--- config.mk ---
export PLATFORM = sky130hd
export DESIGN_NAME = writeback_stage
export DESIGN_NICKNAME = d
export VERILOG_FILES = /design/src/rtl/wb_pkg.sv /design/src/rtl/vload_assembler.sv /design/src/rtl/writeback_stage.sv
export SDC_FILE = /design/constraint.sdc
export NUM_CORES = 1
export LEC_CHECK = 0
export CORE_MARGIN = 2
export CORE_UTILIZATION = 45
export CTS_BUF_LIST = sky130_fd_sc_hd__clkbuf_16
export DETAILED_ROUTE_END_ITERATION = 12
export HOLD_SLACK_MARGIN = 0.03
export PLACE_DENSITY = 0.86
export RECOVER_POWER = 100
export SLEW_MARGIN = 20
export SYNTH_ARGS = -nofsm -noshare
export SYNTH_HDL_FRONTEND = slang
export SYNTH_SLANG_ARGS = --single-unit
--- constraint.sdc ---
create_clock -name clk -period 3.1 [get_ports clk]
set_input_delay 0.62 -clock clk [delete_from_list [all_inputs] [get_ports clk]]
set_output_delay 0.62 -clock clk [all_outputs]
set_load 0.02 [all_outputs]
--- src/rtl/wb_pkg.sv ---
// Shared types and constants for the writeback stage: source-select and FSM
// encodings, datapath widths and the vector-load beat address helper.
package wb_pkg;

    localparam int WORD_W      = 32;
    localparam int VEC_W       = 128;
    localparam int VLOAD_BEATS = 4;
    localparam int BEAT_W      = $clog2(VLOAD_BEATS);

    typedef enum logic [1:0] {
        SEL_SALU  = 2'b00,
        SEL_SLOAD = 2'b01,
        SEL_VALU  = 2'b10,
        SEL_VLOAD = 2'b11
    } wb_sel_t;

    typedef enum logic [1:0] {
        IDLE   = 2'b00,
        VLOAD  = 2'b01,
        VWRITE = 2'b10
    } wb_state_t;

    // Word address of a beat; the add is 32-bit so it wraps past 0xFFFFFFFF.
    function automatic logic [WORD_W-1:0] beat_addr(input logic [WORD_W-1:0] base,
                                                     input logic [BEAT_W-1:0] beat);
        return base + {{(WORD_W-BEAT_W-2){1'b0}}, beat, 2'b00};
    endfunction

endpackage

--- src/rtl/vload_assembler.sv ---
// Vector-load helper: latches the base address, counts beats, drives the
// per-beat word address and collects the returned words into 128-bit lanes.
module vload_assembler
    import wb_pkg::*;
(
    input  logic                    clk,
    input  logic                    reset,
    input  logic                    start_i,
    input  logic                    active_i,
    input  logic [WORD_W-1:0]       base_i,
    input  logic [WORD_W-1:0]       word_i,
    output logic [WORD_W-1:0]       vld_addr_o,
    output logic                    last_beat_o,
    output logic [VEC_W-1:0]        vec_o
);

    logic [WORD_W-1:0]                     base_q;
    logic [BEAT_W-1:0]                     beat_q;
    logic [VLOAD_BEATS-1:0][WORD_W-1:0]    lanes_q;

    assign last_beat_o = active_i && (beat_q == BEAT_W'(VLOAD_BEATS - 1));
    assign vld_addr_o  = active_i ? beat_addr(base_q, beat_q) : base_q;

    // The final beat's word is merged straight in so the write can issue
    // on the edge that ends the last beat.
    always_comb begin
        vec_o = lanes_q;
        vec_o[int'(beat_q)*WORD_W +: WORD_W] = word_i;
    end

    // NOTE: the lane buffer is reset along with the control state so no stale
    // data from an aborted load can ever be observed; state uses <= only.
    always_ff @(posedge clk or negedge reset) begin
        if (!reset) begin
            base_q  <= '0;
            beat_q  <= '0;
            lanes_q <= '0;
        end else if (start_i) begin
            base_q <= base_i;
            beat_q <= '0;
        end else if (active_i) begin
            lanes_q[beat_q] <= word_i;
            beat_q          <= last_beat_o ? '0 : beat_q + 1'b1;
        end
    end

endmodule

--- src/rtl/writeback_stage.sv ---
// Writeback stage: routes scalar/vector results to the register files and
// sequences 4-beat vector loads. Optional forwarding port: WB_FORWARD_EN.
module writeback_stage
    import wb_pkg::*;
#(
    parameter int SREG_AW = 4,
    parameter int VREG_AW = 3
) (
    input  logic                 clk,
    input  logic                 reset,
    input  logic                 valid_in,
    input  logic [1:0]           sel_wb,
    input  logic                 reg_we_in,
    input  logic [SREG_AW-1:0]   rd_in,
    input  logic [VEC_W-1:0]     ALUoutput,
    input  logic [WORD_W-1:0]    data_output,
    input  logic [WORD_W-1:0]    vector_output,
    input  logic [WORD_W-1:0]    vld_base,
    output logic [WORD_W-1:0]    vld_addr,
    output logic                 stall,
    output logic                 sreg_we,
    output logic [SREG_AW-1:0]   sreg_waddr,
    output logic [WORD_W-1:0]    sreg_wdata,
    output logic                 vreg_we,
    output logic [VREG_AW-1:0]   vreg_waddr,
    output logic [VEC_W-1:0]     vreg_wdata
`ifdef WB_FORWARD_EN
    ,
    output logic                 fwd_valid,
    output logic [SREG_AW-1:0]   fwd_rd,
    output logic [WORD_W-1:0]    fwd_data
`endif
);

    wb_state_t              state_q, state_d;
    logic                   sreg_we_q, sreg_we_d;
    logic [SREG_AW-1:0]     sreg_waddr_q, sreg_waddr_d;
    logic [WORD_W-1:0]      sreg_wdata_q, sreg_wdata_d;
    logic                   vreg_we_q, vreg_we_d;
    logic [VREG_AW-1:0]     vreg_waddr_q, vreg_waddr_d;
    logic [VEC_W-1:0]       vreg_wdata_q, vreg_wdata_d;
    logic [VREG_AW-1:0]     ld_rd_q, ld_rd_d;

    logic                   accept;
    logic                   vl_start;
    logic                   vl_last;
    logic [VEC_W-1:0]       vl_vec;
    wb_sel_t                sel;

    assign sel    = wb_sel_t'(sel_wb);
    assign accept = (state_q == IDLE) && valid_in && reg_we_in;
    assign stall  = (state_q == VLOAD);

    vload_assembler u_vload (
        .clk         (clk),
        .reset       (reset),
        .start_i     (vl_start),
        .active_i    (stall),
        .base_i      (vld_base),
        .word_i      (vector_output),
        .vld_addr_o  (vld_addr),
        .last_beat_o (vl_last),
        .vec_o       (vl_vec)
    );

    // NOTE: every signal is defaulted first so no path leaves one unassigned
    // and no latch is inferred.
    always_comb begin
        state_d      = state_q;
        sreg_we_d    = 1'b0;
        sreg_waddr_d = sreg_waddr_q;
        sreg_wdata_d = sreg_wdata_q;
        vreg_we_d    = 1'b0;
        vreg_waddr_d = vreg_waddr_q;
        vreg_wdata_d = vreg_wdata_q;
        ld_rd_d      = ld_rd_q;
        vl_start     = 1'b0;

        unique case (state_q)
            IDLE: begin
                if (accept) begin
                    unique case (sel)
                        SEL_SALU, SEL_SLOAD: begin
                            // r0 is hardwired: the write is dropped, not redirected.
                            if (rd_in != '0) begin
                                sreg_we_d    = 1'b1;
                                sreg_waddr_d = rd_in;
                                sreg_wdata_d = (sel == SEL_SALU) ? ALUoutput[WORD_W-1:0]
                                                                 : data_output;
                            end
                        end
                        SEL_VALU: begin
                            vreg_we_d    = 1'b1;
                            vreg_waddr_d = rd_in[VREG_AW-1:0];
                            vreg_wdata_d = ALUoutput;
                        end
                        SEL_VLOAD: begin
                            vl_start = 1'b1;
                            ld_rd_d  = rd_in[VREG_AW-1:0];
                            state_d  = VLOAD;
                        end
                        default: ;
                    endcase
                end
            end
            VLOAD: begin
                if (vl_last) begin
                    vreg_we_d    = 1'b1;
                    vreg_waddr_d = ld_rd_q;
                    vreg_wdata_d = vl_vec;
                    state_d      = VWRITE;
                end
            end
            VWRITE:  state_d = IDLE;
            default: state_d = IDLE;
        endcase
    end

    always_ff @(posedge clk or negedge reset) begin
        if (!reset) begin
            state_q      <= IDLE;
            sreg_we_q    <= 1'b0;
            sreg_waddr_q <= '0;
            sreg_wdata_q <= '0;
            vreg_we_q    <= 1'b0;
            vreg_waddr_q <= '0;
            vreg_wdata_q <= '0;
            ld_rd_q      <= '0;
        end else begin
            state_q      <= state_d;
            sreg_we_q    <= sreg_we_d;
            sreg_waddr_q <= sreg_waddr_d;
            sreg_wdata_q <= sreg_wdata_d;
            vreg_we_q    <= vreg_we_d;
            vreg_waddr_q <= vreg_waddr_d;
            vreg_wdata_q <= vreg_wdata_d;
            ld_rd_q      <= ld_rd_d;
        end
    end

    assign sreg_we    = sreg_we_q;
    assign sreg_waddr = sreg_waddr_q;
    assign sreg_wdata = sreg_wdata_q;
    assign vreg_we    = vreg_we_q;
    assign vreg_waddr = vreg_waddr_q;
    assign vreg_wdata = vreg_wdata_q;

`ifdef WB_FORWARD_EN
    assign fwd_valid = sreg_we_q;
    assign fwd_rd    = sreg_waddr_q;
    assign fwd_data  = sreg_wdata_q;
`endif

endmodule

# Word-level counts from Yosys, hierarchy flattened
# Cells that the tools add are included.
# Widths: inputs -> output; s select.
dict set report op_classes {
  n_addsub 3
  order_cmp 2
  eq_ne 9
  shifts 2
  n_mux 32
  bitwise 1
  n_reduce_logical 15
}
# cell n
set ops {}
lappend ops {{$mux 128} 3}
lappend ops {{$bwmux 128} 2}
lappend ops {{$pmux 128 s2} 1}
lappend ops {{$shift 32x33->128 const A} 1}
lappend ops {{$shiftx 32x33->128} 1}
lappend ops {{$mux 32} 3}
lappend ops {{$demux 32 s2} 1}
lappend ops {{$neg 7->33} 1}
lappend ops {{$add 32x4->32} 1}
lappend ops {{$mux 2} 6}
lappend ops {{$mux 1} 10}
lappend ops {{$mux 3} 3}
lappend ops {{$reduce_and 4->1} 2}
lappend ops {{$eq 2x2->1 const B} 3}
lappend ops {{$pmux 3 s2} 1}
lappend ops {{$reduce_and 3->1} 2}
lappend ops {{$eq 2x1->1 const B} 2}
lappend ops {{$logic_and 1x1->1} 4}
lappend ops {{$logic_not 2->1} 2}
lappend ops {{$ne 2x1->1 const B} 2}
lappend ops {{$ne 2x2->1 const B} 2}
lappend ops {{$pmux 2 s2} 1}
lappend ops {{$reduce_bool 2->1} 2}
lappend ops {{$reduce_bool 4->1} 1}
lappend ops {{7 further kinds} 7}
dict set report totals {
  register_bits 336
  input_bits 234
  out_inout_bits 202
  word_cells 78
}

# Logic depth before layout (Yosys ltp)
# Gate-level depths: netlist (run 1).
dict set report logic_depth {
  ltp_word 7
  depth_mapped 8
  depth_no_buf 7
}

# By module
# Synthesis (run 1) repeated with hierarchy kept, for this count alone.
dict set report hier_totals {
  cells_unflattened 1453
  hier_area_um2 16398.2
}
# mod n_inst cells_each area_per_inst_um2 seq_area_each_um2
set by_module_without_submodules {}
lappend by_module_without_submodules {vload_assembler 1 882 8521.9 4053.9}
lappend by_module_without_submodules {writeback_stage 1 571 7876.3 4354.2}

# Least setup slack after synthesis (run 1)
# Ideal clock, no wire load.
dict set report synth_path {
  kind {register to output}
  startpoint {register u_vload.beat_q[0]}
  endpoint {output port vld_addr[14]}
  t_arrival_ns 2.282
  required_time_ns 2.480
  path_slack_ns 0.198
  stages_incl_launch_ff 8
  path_buffers 0
  path_cell_list {dfrtp_1 ha_1 inv_1 fa_1 nor4bb_1 nand4_1 nor3_1 xor2_1}
}
dict set report synth_via {
  elab_chain_cells 2
}
# element line_no
set synth_rtl {}
lappend synth_rtl {{from (decl)} vload_assembler.sv:18} ;# logic [BEAT_W-1:0] beat_q;
lappend synth_rtl {{from (signal assigned)} vload_assembler.sv:43} ;# beat_q <= last_beat_o ? '0 : beat_q + 1'b1;
lappend synth_rtl {{$add 32x4->32} wb_pkg.sv:26} ;# return base + {{(WORD_W-BEAT_W-2){1'b0}}, beat, 2'b00};
lappend synth_rtl {{$mux 32} vload_assembler.sv:22} ;# assign vld_addr_o = active_i ? beat_addr(base_q, beat_q) : base_q;
lappend synth_rtl {{to (decl)} writeback_stage.sv:19} ;# output logic [WORD_W-1:0] vld_addr,
# No other way between the ends.

# Worst setup path after layout (run 1)
dict set report layout_path {
  startpoint {register u_vload.beat_q[0]}
  endpoint {output port vld_addr[16]}
}
# The elaborated chain is that of the path after synthesis.

==> results of run 1 <==
==> through the flow <==
step | TNS [ns] | power (mW) | hold slack (ns) | area, um^2
after floorplan | 0 | 13.8 | 0.324 | 15600
after global placement | -0.194 | 18.1 | 0.458 | 20400
after detailed placement | -0.732 | 18.5 | 0.465 | 20400
after CTS | -0.650 | 23.1 | 0.0834 | 21700
after global routing | -2.09 | 24.2 | 0.501 | 21500
final | -0.971 | 22.9 | 0.476 | 21600
==> state kept, by name, indices dropped and copies added, names as in the netlist <==
register,flops
ld_rd_q,3
vreg_we,1
u_vload.beat_q,2
u_vload.base_q,32
sreg_we,1
vreg_wdata,128
sreg_wdata,32
state_q,2
sreg_waddr,4
u_vload.lanes_q,128
vreg_waddr,3
==> worst max-delay path by stage <==
stage	from	endpoint	slack, ns	cells past startpoint
2_1_floorplan	u_vload.beat_q[0]$_DFFE_PN0P_	vld_addr[14]	0.20	7
3_3_place_gp	u_vload.beat_q[0]$_DFFE_PN0P_	vld_addr[14]	-0.12	9
3_5_place_dp	u_vload.base_q[2]$_DFFE_PN0P_	vld_addr[14]	-0.15	9
4_1_cts	u_vload.beat_q[0]$_DFFE_PN0P_	vld_addr[12]	-0.11	9
5_1_grt	u_vload.beat_q[0]$_DFFE_PN0P_	vld_addr[26]	-0.24	9
6_report	u_vload.beat_q[0]$_DFFE_PN0P_	vld_addr[16]	-0.14	10
==> layout by cell type, fill, tap and decap left out, types with 4 or more instances in the layout <==
| cell type | n |
|---|---|
| clkdlybuf4s50_1 | 404 |
| dfrtp_1 | 336 |
| mux2_2 | 139 |
| nand2_1 | 115 |
| nor2_1 | 104 |
| o21ai_0 | 70 |
| a21oi_1 | 66 |
| a221oi_1 | 64 |
| a221o_1 | 64 |
| o21ai_1 | 60 |
| buf_4 | 42 |
| clkbuf_16 | 41 |
| and3_1 | 37 |
| o31ai_1 | 32 |
| mux2i_1 | 32 |
| mux2_1 | 23 |
| inv_1 | 21 |
| xnor2_1 | 20 |
| nand4_1 | 17 |
| clkbuf_2 | 11 |
| clkinv_1 | 6 |
| clkbuf_1 | 6 |
| mux2_4 | 5 |
| ha_1 | 5 |
| bufinv_16 | 5 |
| buf_2 | 5 |
| buf_6 | 5 |
| nand3_1 | 4 |
| xor2_1 | 4 |
==> metal layers <==
layer  global-route usage  vias to the layer above  routed length (um)
met2                0.442                      570               23800
met4                0.108                        0                2070
li1                     -                     5860                   -
met5                    0                        -                   0
met3               0.0567                      125                3900
met1                0.360                     6644               20600
==> layout make-up <==
cell class | count | area, um^2 | area share
sequential | 336 | 8410 | 0.390
inverter | 16 | 63.8 | 0.00296
antenna | 3 | 7.51 | 0.000348
timing repair buffer | 483 | 4640 | 0.215
clock inverter | 21 | 211 | 0.00981
clock buffer | 41 | 1030 | 0.0476
multi-input combinational | 903 | 6630 | 0.307
tap | 455 | 569 | 0.0264
==> power by group <==
group | internal [mW] | total, mW | switching (mW)
Clock | 2.77 | 4.48 | 1.72
Sequential | 6.59 | 7.93 | 1.35
Combinational | 4.95 | 10.5 | 5.53
Total | 14.3 | 22.9 | 8.59
==> tightest hold or removal path, cell delays in order, from the launching register on <==
cell	delay [ns]
dfrtp_1	0.34
nand2_1	0.05
o31ai_1	0.05
==> kinds of logic after synthesis <==
kind of cell / count (synthesis)
AO/OA/AOI/OAI: 361
AND/OR/NAND/NOR: 307
XOR/XNOR: 28
multiplexers: 199
flip-flops: 336
adder cells (fa/ha/maj): 8
buffers and inverters: 133
==> repair_timing <==
action	in CTS	in global routing
endpoints found under the setup margin	30	25
buffers inserted	1	2
cloned	0	1
pin swaps	8	9
gates resized for setup	113	39
hold buffers	0	0
==> flow_metrics.tcl, run 1 <==
set metrics [dict create \
    status "finished, violations left" \
    violations "capacitance limit, slew limit, setup timing" \
    hp-start "vreg_wdata[4]$_DFFE_PN0P_" \
    synth_nets 1614 \
    tightest_slew_ns 1.65 \
    crit_fanout 8 \
    synth_area_leaders "dfrtp_1 54%, mux2_2 10%, a221o_1 4.1%" \
    cts_tree "yes" \
    ys_async_sr_fraction 1.00 \
    grt_overflow 0 \
    cp_data_required_time_ns 2.48 \
    layout.nets 2020 \
    final_cells 2258 \
    irDropWorstVdd_mv 0.564 \
    crit_path_max_incr_delay_ns 0.36 \
    finalCritPeriodShare 1.04 \
    io_buffers 435 \
    yosys-mux-area-fraction 0.147 \
    first_pass_iters 5 \
    clockBufferDepth 3 \
    routabilityCongestion 0.914 \
    synth_simple_gate_area_frac 0.0921 \
    drive_gt1_frac 0.162 \
    h-tree-depth 2 \
    path_clk_slew_ns 0.06 \
    ys.flop_type "dfrtp_1" \
    crit_top_cell "buf_4" \
    nFillCells 2673 \
    ff2ff_path_depth 8 \
    vias_per_cell 5.85 \
    r2r-end "vreg_wdata[118]$_DFFE_PN0P_" \
    yosys.area.top_type_share 0.537 \
    gr-usage-all-layers 0.273 \
    synth.largest_area_cell "dfrtp_1" \
    leakagePower_nw 9.12 \
    cp_cell_sequence "ha_2, inv_2, fa_2, buf_4, nor4b_4, buf_6, buf_4, nand3_4, xnor2_2, buf_4" \
    core-area_um2 34400 \
    hold_class "reg2reg" \
    hpwlAfterDp_mm 35.5 \
    dpl_worst_slack_ns -0.145 \
    root_buffer "clkbuf_16" \
    fin_skew_ns 0.0152 \
    max_freq_ghz 0.309 \
    fp.dieArea_um2 36300 \
    ys_seq_area_frac 0.537 \
    rows 68 \
    setup.worst_path.end_class "primary output" \
    grt_pass1_vias 13371 \
    fin_crit_ns 3.24 \
    synthTopCellsByCount "336 x dfrtp_1, 139 x mux2_2, 118 x nand2_1, 106 x nor2_1, 70 x o21ai_0" \
    cp_slowest_cell "dfrtp_1" \
    cp.arrival_ns 2.62 \
    ys_warn_count 0 \
    ant_nets 0 \
    ys_seq_elements 336 \
    maxCapViolCount 1 \
    start_util 0.455 \
    syn_inst 1372 \
    wire_per_inst_um 22.3 \
    clock_latency_ns 0.52 \
    rsz0062_at_grt "yes" \
    dieHeight_um 190 \
    hold-path-endpoint "vreg_wdata[4]$_DFFE_PN0P_" \
    startpoint_type "register" \
    drv_slew 62 \
    power_density_nw_per_um2 1060 \
    setup_ws_ns -0.139 \
    ioPinCount 436 \
    synth_compound_area_frac 0.157 \
    die_w_um 190 \
    finalWirelength_mm 50.4 \
    synth.most_common_cell "dfrtp_1" \
    placedCellCount 2189 \
    worst-path-buf-inv 5 \
    grt_pass1_wl_mm 76.6 \
    drc 0 \
    final_core_util 0.627 \
    grt_max_degree 119 \
    slew_headroom -0.0977 \
    min_path_cells 2 \
    cts_buffers 38 \
    reg2reg_from "u_vload.beat_q[0]$_DFFE_PN0P_" \
    antenna_found_initial 6 \
    r2r_slack_ns 0.52 \
    hold_viol 0 \
    yosysUniqueCellTypes 44 \
    synth_top_family_by_area "compound AO/OA/AOI/OAI gates" \
    syn_to_final_growth_pct 37.7 \
    num_vias 13199 \
    syn_area_per_cell_um2 11.4 \
    clock-sinks 336 \
    path_delay_family "buffers and inverters" \
    setup_viol 13 \
    synth_edf_count 0 \
    synthAdderAreaFrac 0.00688 \
    synth_xor_area_frac 0.0157 \
    synth_area_um2 15600 \
    crit_type "reg2out" \
    drtIter0Drc 932 \
]
Power figures use the tool's default switching activity.
==> inputs of run 2 (changes only) <==
Settings changed: CAP_MARGIN from default to 5.
==> results of run 2 <==
Final layout, timing and power as in run 1 (identical DEF).
==> inputs of run 3 (changes only) <==
Settings changed: CAP_MARGIN 5 to 10.
==> results of run 3 <==
Final layout, timing and power as in run 1 (identical DEF).
